**src/rtl/control_unit_pkg.sv**
```systemverilog
// rtl/control_unit_pkg.sv - opcodes, ALU select codes and FSM states for the sequencer
package control_unit_pkg;

   localparam logic [3:0] OP_NOP = 4'h0;
   localparam logic [3:0] OP_LDA = 4'h1;
   localparam logic [3:0] OP_STA = 4'h2;
   localparam logic [3:0] OP_AND = 4'h3;
   localparam logic [3:0] OP_OR  = 4'h4;
   localparam logic [3:0] OP_ADD = 4'h5;
   localparam logic [3:0] OP_SUB = 4'h6;
   localparam logic [3:0] OP_INC = 4'h7;
   localparam logic [3:0] OP_DEC = 4'h8;
   localparam logic [3:0] OP_ROR = 4'h9;
   localparam logic [3:0] OP_SLT = 4'hA;
   localparam logic [3:0] OP_LDI = 4'hB;
   localparam logic [3:0] OP_JMP = 4'hC;
   localparam logic [3:0] OP_JZ  = 4'hD;
   localparam logic [3:0] OP_HLT = 4'hF;

   // Shared with the ALU; values must not drift from its decoder.
   localparam logic [3:0] ALU_PASS0 = 4'b0000;
   localparam logic [3:0] ALU_AND   = 4'b0001;
   localparam logic [3:0] ALU_OR    = 4'b0010;
   localparam logic [3:0] ALU_ADD   = 4'b0011;
   localparam logic [3:0] ALU_SUB   = 4'b0100;
   localparam logic [3:0] ALU_INC   = 4'b0101;
   localparam logic [3:0] ALU_DEC   = 4'b0110;
   localparam logic [3:0] ALU_ROR   = 4'b0111;
   localparam logic [3:0] ALU_SLT   = 4'b1000;
   localparam logic [3:0] ALU_PASS1 = 4'b1001;

   typedef enum logic [2:0] {
      ST_FETCH,
      ST_DECODE,
      ST_FETCH_IMM,
      ST_EXECUTE,
      ST_HALT
   } state_e;

endpackage

```
**src/rtl/control_decode.sv**
```systemverilog
// rtl/control_decode.sv - combinational instruction decode into ALU selects and datapath enables
module control_decode
   import control_unit_pkg::*;
(
   input  logic [7:0] ir_i,
   output logic [3:0] alu_sel_o,
   output logic [1:0] alu_rot_o,
   output logic       acc_we_o,
   output logic       rf_we_o,
   output logic       imm_sel_o,
   output logic       two_byte_o,
   output logic       is_jmp_o,
   output logic       is_jz_o,
   output logic       is_hlt_o,
   output logic       is_illegal_o
);

   always_comb begin
      alu_sel_o    = ALU_PASS0;
      alu_rot_o    = 2'd0;
      acc_we_o     = 1'b0;
      rf_we_o      = 1'b0;
      imm_sel_o    = 1'b0;
      two_byte_o   = 1'b0;
      is_jmp_o     = 1'b0;
      is_jz_o      = 1'b0;
      is_hlt_o     = 1'b0;
      is_illegal_o = 1'b0;
      case (ir_i[7:4])
         OP_NOP: ;
         OP_LDA: begin alu_sel_o = ALU_PASS1; acc_we_o = 1'b1; end
         OP_STA: begin alu_sel_o = ALU_PASS0; rf_we_o  = 1'b1; end
         OP_AND: begin alu_sel_o = ALU_AND;   acc_we_o = 1'b1; end
         OP_OR:  begin alu_sel_o = ALU_OR;    acc_we_o = 1'b1; end
         OP_ADD: begin alu_sel_o = ALU_ADD;   acc_we_o = 1'b1; end
         OP_SUB: begin alu_sel_o = ALU_SUB;   acc_we_o = 1'b1; end
         OP_SLT: begin alu_sel_o = ALU_SLT;   acc_we_o = 1'b1; end
         OP_INC: begin alu_sel_o = ALU_INC;   acc_we_o = 1'b1; end
         OP_DEC: begin alu_sel_o = ALU_DEC;   acc_we_o = 1'b1; end
         OP_ROR: begin
            alu_sel_o = ALU_ROR;
            alu_rot_o = ir_i[1:0];
            acc_we_o  = 1'b1;
         end
         OP_LDI: begin
            alu_sel_o  = ALU_PASS1;
            imm_sel_o  = 1'b1;
            acc_we_o   = 1'b1;
            two_byte_o = 1'b1;
         end
         OP_JMP: begin two_byte_o = 1'b1; is_jmp_o = 1'b1; end
         OP_JZ:  begin two_byte_o = 1'b1; is_jz_o  = 1'b1; end
         OP_HLT: is_hlt_o = 1'b1;
         default: is_illegal_o = 1'b1;
      endcase
   end

endmodule

```
**src/rtl/control_unit.sv**
```systemverilog
// rtl/control_unit.sv - fetch/decode/execute sequencer driving ALU selects and datapath strobes
module control_unit
   import control_unit_pkg::*;
#(
   parameter int PC_W = 8
) (
   input  logic            clk,
   input  logic            rst_n,
   output logic            imem_req,
   output logic [PC_W-1:0] imem_addr,
   input  logic            imem_valid,
   input  logic [7:0]      imem_rdata,
   input  logic            acc_zero,
   output logic [3:0]      alu_sel,
   output logic [1:0]      alu_rot,
   output logic            imm_sel,
   output logic [7:0]      imm,
   output logic [3:0]      rf_addr,
   output logic            acc_we,
   output logic            rf_we,
   output logic            halted,
   output logic            illegal
);

   state_e          state_q, state_d;
   logic [PC_W-1:0] pc_q, pc_d;
   logic [7:0]      ir_q, ir_d;
   logic [7:0]      imm_q, imm_d;
   // Holds imem_req low for the first clock after reset release.
   logic            run_q;

   logic [3:0] dec_alu_sel;
   logic [1:0] dec_alu_rot;
   logic       dec_acc_we, dec_rf_we, dec_imm_sel, dec_two_byte;
   logic       dec_is_jmp, dec_is_jz, dec_is_hlt, dec_is_illegal;

   control_decode u_decode (
      .ir_i         (ir_q),
      .alu_sel_o    (dec_alu_sel),
      .alu_rot_o    (dec_alu_rot),
      .acc_we_o     (dec_acc_we),
      .rf_we_o      (dec_rf_we),
      .imm_sel_o    (dec_imm_sel),
      .two_byte_o   (dec_two_byte),
      .is_jmp_o     (dec_is_jmp),
      .is_jz_o      (dec_is_jz),
      .is_hlt_o     (dec_is_hlt),
      .is_illegal_o (dec_is_illegal)
   );

   always_ff @(posedge clk or negedge rst_n) begin
      if (!rst_n) begin
         state_q <= ST_FETCH;
         pc_q    <= '0;
         ir_q    <= 8'h00;
         imm_q   <= 8'h00;
         run_q   <= 1'b0;
      end else begin
         state_q <= state_d;
         pc_q    <= pc_d;
         ir_q    <= ir_d;
         imm_q   <= imm_d;
         run_q   <= 1'b1;
      end
   end

   always_comb begin
      state_d  = state_q;
      pc_d     = pc_q;
      ir_d     = ir_q;
      imm_d    = imm_q;
      imem_req = 1'b0;
      alu_sel  = ALU_PASS0;
      alu_rot  = 2'd0;
      imm_sel  = 1'b0;
      acc_we   = 1'b0;
      rf_we    = 1'b0;
      illegal  = 1'b0;
      case (state_q)
         ST_FETCH: begin
            imem_req = run_q;
            if (run_q && imem_valid) begin
               ir_d    = imem_rdata;
               pc_d    = pc_q + PC_W'(1);
               state_d = ST_DECODE;
            end
         end
         ST_DECODE: begin
            if (dec_is_hlt)        state_d = ST_HALT;
            else if (dec_two_byte) state_d = ST_FETCH_IMM;
            else                   state_d = ST_EXECUTE;
         end
         ST_FETCH_IMM: begin
            imem_req = 1'b1;
            if (imem_valid) begin
               imm_d   = imem_rdata;
               pc_d    = pc_q + PC_W'(1);
               state_d = ST_EXECUTE;
            end
         end
         ST_EXECUTE: begin
            alu_sel = dec_alu_sel;
            alu_rot = dec_alu_rot;
            imm_sel = dec_imm_sel;
            acc_we  = dec_acc_we;
            rf_we   = dec_rf_we;
            illegal = dec_is_illegal;
            if (dec_is_jmp || (dec_is_jz && acc_zero)) pc_d = PC_W'(imm_q);
            state_d = ST_FETCH;
         end
         ST_HALT: ;
         default: state_d = ST_FETCH;
      endcase
   end

   assign imem_addr = pc_q;
   assign imm       = imm_q;
   assign rf_addr   = ir_q[3:0];
   assign halted    = (state_q == ST_HALT);

endmodule

```
**config.mk**
```make
export PLATFORM = sky130hd
export DESIGN_NAME = control_unit
export DESIGN_NICKNAME = d
export VERILOG_FILES = /design/src/rtl/control_unit_pkg.sv /design/src/rtl/control_decode.sv /design/src/rtl/control_unit.sv
export SDC_FILE = /design/constraint.sdc
export NUM_CORES = 1
export LEC_CHECK = 0
export CORE_MARGIN = 3
export CORE_UTILIZATION = 48
export DETAILED_ROUTE_END_ITERATION = 16
export GPL_TIMING_DRIVEN = 0
export PLACE_DENSITY = 0.82
export SETUP_SLACK_MARGIN = 0.4
export SYNTH_ARGS = -nofsm -noshare
export SYNTH_HDL_FRONTEND = slang
export SYNTH_SLANG_ARGS = --single-unit
```
**constraint.sdc**
```tcl
create_clock -name clk -period 1.9 [get_ports clk]
set_clock_uncertainty 0.1 [all_clocks]
set_input_delay 0.285 -clock clk [delete_from_list [all_inputs] [get_ports clk]]
set_output_delay 0.285 -clock clk [all_outputs]
set_load 0.05 [all_outputs]
```
-- After elaboration in Yosys (flattened, before gate mapping)
Index checks and enable logic that the tools add are counted.
W data, S select, Z words.
- register bits: 28
- bits in latches: 0
- memory bits (writable): 0
- memory bits (read-only): 0
- bits of input ports: 12
- output and inout port bits: 32
- word-level logic and storage cells: 68
- memories kept: 0
- add/subtract/negate cells: 1
- $mul: 0
- divide/modulo/power cells: 0
- magnitude comparators: 0
- equality and inequality tests: 21
- shift operators: 0
- mux-type cells: 26
- bitwise gates (word level): 1
- reduce and logical (&&, ||, !) cells: 14
- operators by type and width (operator ; count):
    $pmux W4 S9 ; 1
    $eq A4 B4 Y1 const B ; 7
    $mux W8 ; 3
    $pmux W8 S3 ; 1
    $eq A4 B3 Y1 const B ; 4
    $reduce_or A15 Y1 ; 1
    $mux W1 ; 13
    $pmux W3 S4 ; 1
    $reduce_or A10 Y1 ; 1
    $mux W3 ; 3
    $add A8 B1 Y8 const B ; 1
    $eq A4 B2 Y1 const B ; 2
    $eq A3 B2 Y1 const B ; 2
    $ne A2 B2 Y1 const B ; 3
    $eq A4 B1 Y1 const B ; 1
    $logic_not A4 Y1 ; 1
    $mux W2 ; 2
    $mux W4 ; 1
    $reduce_and A2 Y1 ; 2
    $reduce_and A4 Y1 ; 1
    $eq A3 B1 Y1 const B ; 1
    $eq A3 B3 Y1 const B ; 1
    $logic_not A3 Y1 ; 1
    $reduce_and A3 Y1 ; 1
    other kinds (7) ; 8

-- Depth between registers and ports, before layout
Gate-level depths: netlist of the first run.
- depth after elaboration: 6
- gate-level depth with buffers: 6
- mapped depth without buffers: 5

-- Cells and area by module
From an unflattened synthesis of the first run, not the netlist that was laid out.
- cells, all modules: 158
- area, all modules: 1591.5 um2
- by module, submodules not included (module ; instances ; cells each ; area an instance (um2) ; sequential area each (um2)):
    control_unit ; 1 ; 130 ; 1420.1 ; 700.7
    control_decode ; 1 ; 28 ; 171.4 ; 0.0

-- Worst setup path after synthesis of the first run
No wires, ideal clock.
- kind: register -> output
- from: reg state_q[2]
- to: out rf_we
- arrival time: 2.066 ns
- data required time: 1.515 ns
- setup slack: -0.551 ns
- cell stages (with the launch flop): 6
- buffers on the path: 2
- cells stage by stage: dfrtp_1 -> and3b_1 -> buf_6 -> buf_4 -> nand3b_1 -> nor3_1
- word-level cells in the longest chain between the ends: 2
- RTL lines (element ; line ; RTL):
    start: declaration ; control_unit.sv:25 ; state_e state_q, state_d;
    start signal: assignment ; control_unit.sv:59 ; state_q <= state_d;
    $eq A3 B2 Y1 ; control_unit.sv:79 ; case (state_q)
    $mux W1 ; control_unit.sv:79 ;
    end: declaration ; control_unit.sv:20 ; output logic rf_we,
Every way passes these cells.

-- Worst setup path after layout of the first run
Same ends and word-level chain as after synthesis.

==> PnR_summary.wiki, run 1 <==
{| class="wikitable"
! Metric !! Value
|-
| Result of the run || finished, violations left
|-
| Failing checks || hold timing, setup timing
|-
| Worst relative slew slack || 51.8%
|-
| Power density over cell area || 2010 mW/mm²
|-
| Sequential Power Share || 21.0%
|-
| Effective utilization at floorplan || 51.8%
|-
| Async S/R FF share, synth || 100%
|-
| Final worst-path cycle share || 111%
|-
| Area fraction in compound gates after synthesis || 15.4%
|-
| Vias per Instance || 6.16
|-
| Least setup slack across all paths after layout || -0.205 ns
|-
| Final Hold Fails || 13
|-
| Placed wire-length estimate || 2890 µm
|-
| XOR/XNOR Fraction of Synth Area || 0.540%
|-
| Arrival time of data at the critical path endpoint || 1.72 ns
|-
| Boundary Pins || 44
|-
| Number of library cell types mapped by synthesis || 46
|-
| Die H || 64.1 µm
|-
| Filler cell count || 123
|-
| DR DRC count || 0
|-
| Count of flip-flops with a built-in enable after synthesis || 0
|-
| Multiplexer share of the synthesized area || 12.3%
|-
| Req. time, crit path || 1.51 ns
|-
| Die area || 0.00411 mm²
|-
| Clock latency on the worst-skew pair || 0.33 ns
|-
| DR iter-0 viols || 232
|-
| Fraction of power spent switching nets || 50.2%
|-
| Port-buffer cells || 43
|-
| Crit Path Category || register to output pin
|-
| Hold slack final || -0.0149 ns
|-
| Hold Buf Count CTS || 0
|-
| Total of endpoints with negative setup slack in the final report || 11
|-
| GRT Residual Overflow || 0
|-
| Yosys warning total || 0
|-
| Worst Path Max Fanout || 3
|-
| Mapped Nets || 171
|-
| Area of the core region || 0.00313 mm²
|-
| Reg-to-reg critical path startpoint || state_q[2]
|-
| Number of synthesized register bits || 28
|-
| Adder-cell share of the synthesized area || 0.772%
|-
| Final weighted congestion in routability-driven placement || 0.752
|-
| Multi-input gate area in the final layout || 0.00114 mm²
|-
| Area share of and/or/nand/nor cells after synthesis || 20.6%
|-
| Antenna violations before repair || 0
|-
| Root cell of the clock tree || clkbuf_4
|-
| Clock-pin slew on the worst setup and hold paths || 0.16 ns
|-
| Ant. Diodes || 0
|-
| Clock period minus final worst setup slack || 2.11 ns
|-
| Fin cells || 282
|-
| Worst Tran Pin Value || 0.723 ns
|-
| Setup repair after global routing missed its margin || true
|-
| Static leakage || 1.23 nW
|-
| Maximum number of pins on one net before global-route repair || 29
|-
| Count of maximum capacitance violations || 0
|-
| Cells after DPL || 245
|-
| First-pass detailed-route iteration total || 5
|-
| Summed instance area of the synthesized netlist || 0.00162 mm²
|-
| First-pass GRT wire length || 8160 µm
|-
| Sort of element at the start of the critical path || register
|-
| Switching Power || 0.00281 W
|-
| Clock power share || 7.2%
|-
| Largest family of logic cells by synthesized area || simple AND/OR/NAND/NOR gates
|-
| Per-instance average area after synthesis || 10.3 µm²
|-
| Max-slew violation count || 0
|-
| Kind of end point of the critical path || output pin
|-
| Layout net count || 252
|-
| Tot Pwr || 0.00560 W
|-
| Flip-flop and latch area || 712 µm²
|-
| Overall die width || 64.1 µm
|-
| Vias in the first global route || 1640
|-
| Routed wirelength normalized by instance count || 20.7 µm
|-
| VDD IR-drop max || 0.00123 V
|-
| CTS max path bufs || 2
|-
| Top FF cell, synth || dfrtp_1
|-
| Internal power contribution || 0.00279 W
|-
| Proportion of synthesized chip area in sequential cells || 43.2%
|-
| Worst hold path type || input port to async pin
|-
| Synth-to-layout area growth || 72.4%
|-
| # rows || 20
|-
| Ratio of cells with drive above 1 in the final layout || 62.6%
|-
| Number of routed nets with antenna violations || 0
|-
| Htree depth || 1
|-
| Comb power frac || 71.9%
|-
| Wire length after detailed routing || 5830 µm
|-
| All-layer global routing usage || 25.3%
|-
| TritonCTS buffer count || 3
|-
| Worst setup path startpoint || state_q[2]
|-
| Total via count in the routed design || 1737
|-
| Clock tree from TritonCTS || done
|-
| Clock tree sinks || 28
|-
| Gate count of the mapped netlist || 158
|-
| Maximum clock frequency || 0.475 GHz
|}
[cell usage after synthesis, types with 2 or more instances]
cell type  number  area share, %
and3_1          4            1.5
a21oi_1        11            3.4
mux2_2         15             10
nand3_1         3           0.93
nand2b_1        3            1.2
o31ai_1         3            1.4
and3b_1         2            1.1
buf_4           8            3.7
nor2_1          7            1.6
dfrtp_1        28             43
inv_1           3           0.69
nand3b_1        2           0.93
a211oi_1        3            1.4
nor4_1          2           0.77
o22ai_1         2           0.77
nor2b_1         4            1.5
nor3_1          7            2.2
nand2_1         5            1.2
o21ai_0        10            3.1
and2_1          3            1.2
buf_2           4            1.2
nor3b_1         2           0.93
mux2i_1         3            1.9
buf_6           2            1.4
[logic make-up (layout without fill, tap and decap cells)]
kind of cell,Yosys count,in the layout
compound gates,39,40
fa+ha+maj,1,1
flops,28,28
simple gates,53,53
mux,18,18
xor+xnor,1,1
buf+inv,17,96
other cells,1,1
[area by class of cell]
| type | instances | share of cell area, % |
|---|---|---|
| buffer | 14 | 5.42 |
| clock buffer | 3 | 0.806 |
| clock inverter | 1 | 1.07 |
| inverter | 3 | 0.403 |
| multi-input combinational | 114 | 41.0 |
| sequential | 28 | 25.5 |
| tap | 44 | 1.97 |
| timing repair buffer | 75 | 23.9 |
[sequential cells by signal, summed over array words and instances, names as in the netlist]
signal	flops
imem_addr	8
run_q	1
state_q	3
ir_q	8
imm	8
[timing repair]
item | CTS | global route
gates cloned | 1 | 0
hold endpoints to repair | 0 | 0
endpoints found under the setup margin | 84 | 44
gates resized for setup | 239 | 41
pin swaps | 11 | 11
buffers inserted | 19 | 12
[stage by stage]
step           TNS [ns]  hold slack [ns]  setup slack, ns  instance area [µm²]  utilization (%)
2_1_floorplan         0           -0.111           0.0171                 1740                -
3_3_place_gp      -5.14            0.391           -0.581                 2220             71.1
3_5_place_dp      -6.47            0.397           -0.599                 2220             71.1
4_1_cts           -1.07            0.262           -0.201                 2540             81.3
5_1_grt           -2.16          0.00817           -0.298                 2800             89.4
6_report          -1.21          -0.0149           -0.205                 2800             89.4
[power by group through the flow]
| stage | Combinational, W | Sequential (W) | Clock [W] |
|---|---|---|---|
| after global placement | 0.00287 | 0.00113 | 0 |
| after CTS | 0.00341 | 0.00113 | 0.000396 |
| after floorplan | 0.00163 | 0.00165 | 0 |
| after detailed placement | 0.00292 | 0.00115 | 0 |
| after global routing | 0.00419 | 0.00121 | 0.000437 |
| final | 0.00403 | 0.00117 | 0.000403 |
[metal layers]
metal  vias to the layer above  GRT usage, %  part of all wire (%)
li1                        734             -                     -
met1                       867          32.3                    40
met2                       108          44.3                    50
met3                        28          3.16                   7.0
met4                         0          8.44                   3.1
met5                         -             0                     0
[placed cells by master, fill, tap and decap left out, types with 3 or more instances in the layout]
master	n
nand3_1	3
buf_6	20
a21oi_1	7
nor3_4	6
clkdlybuf4s50_1	10
nor2_4	6
inv_1	3
buf_2	15
dfrtp_2	9
nor2b_1	3
buf_4	30
clkbuf_4	5
and2_4	3
dfrtp_1	19
buf_8	10
o21ai_1	6
mux2i_1	3
nand2_1	5
and3_4	3
o21ai_4	3
mux2_4	13
a21oi_2	4
[worst paths after layout]
path	cells past startpoint	slack [ns]	endpoint
max in group asynchronous	2	1.15	imem_addr[4]
worst min register to register	1	0.44	ir_q[3]
worst min-delay path	1	-0.01	state_q[0]
worst max-delay path	6	-0.21	rf_we
worst max register to register	8	0.01	imem_addr[3]
min in group clk	1	0.44	ir_q[3]
[worst max-delay path, cell delays in order (launching register included)]
cell and delay, ns:
dfrtp_2 0.43, and3b_1 0.23, buf_6 0.12, buf_8 0.10, nand3b_1 0.16, nor3_4 0.16, buf_6 0.18
No activity file was read; power rests on OpenSTA's default activity.
==> run 2: changes to the inputs <==
Settings changed: CTS_CLUSTER_SIZE set to 8.
==> results of run 2 <==
Final layout, timing and power as in run 1 (identical DEF).
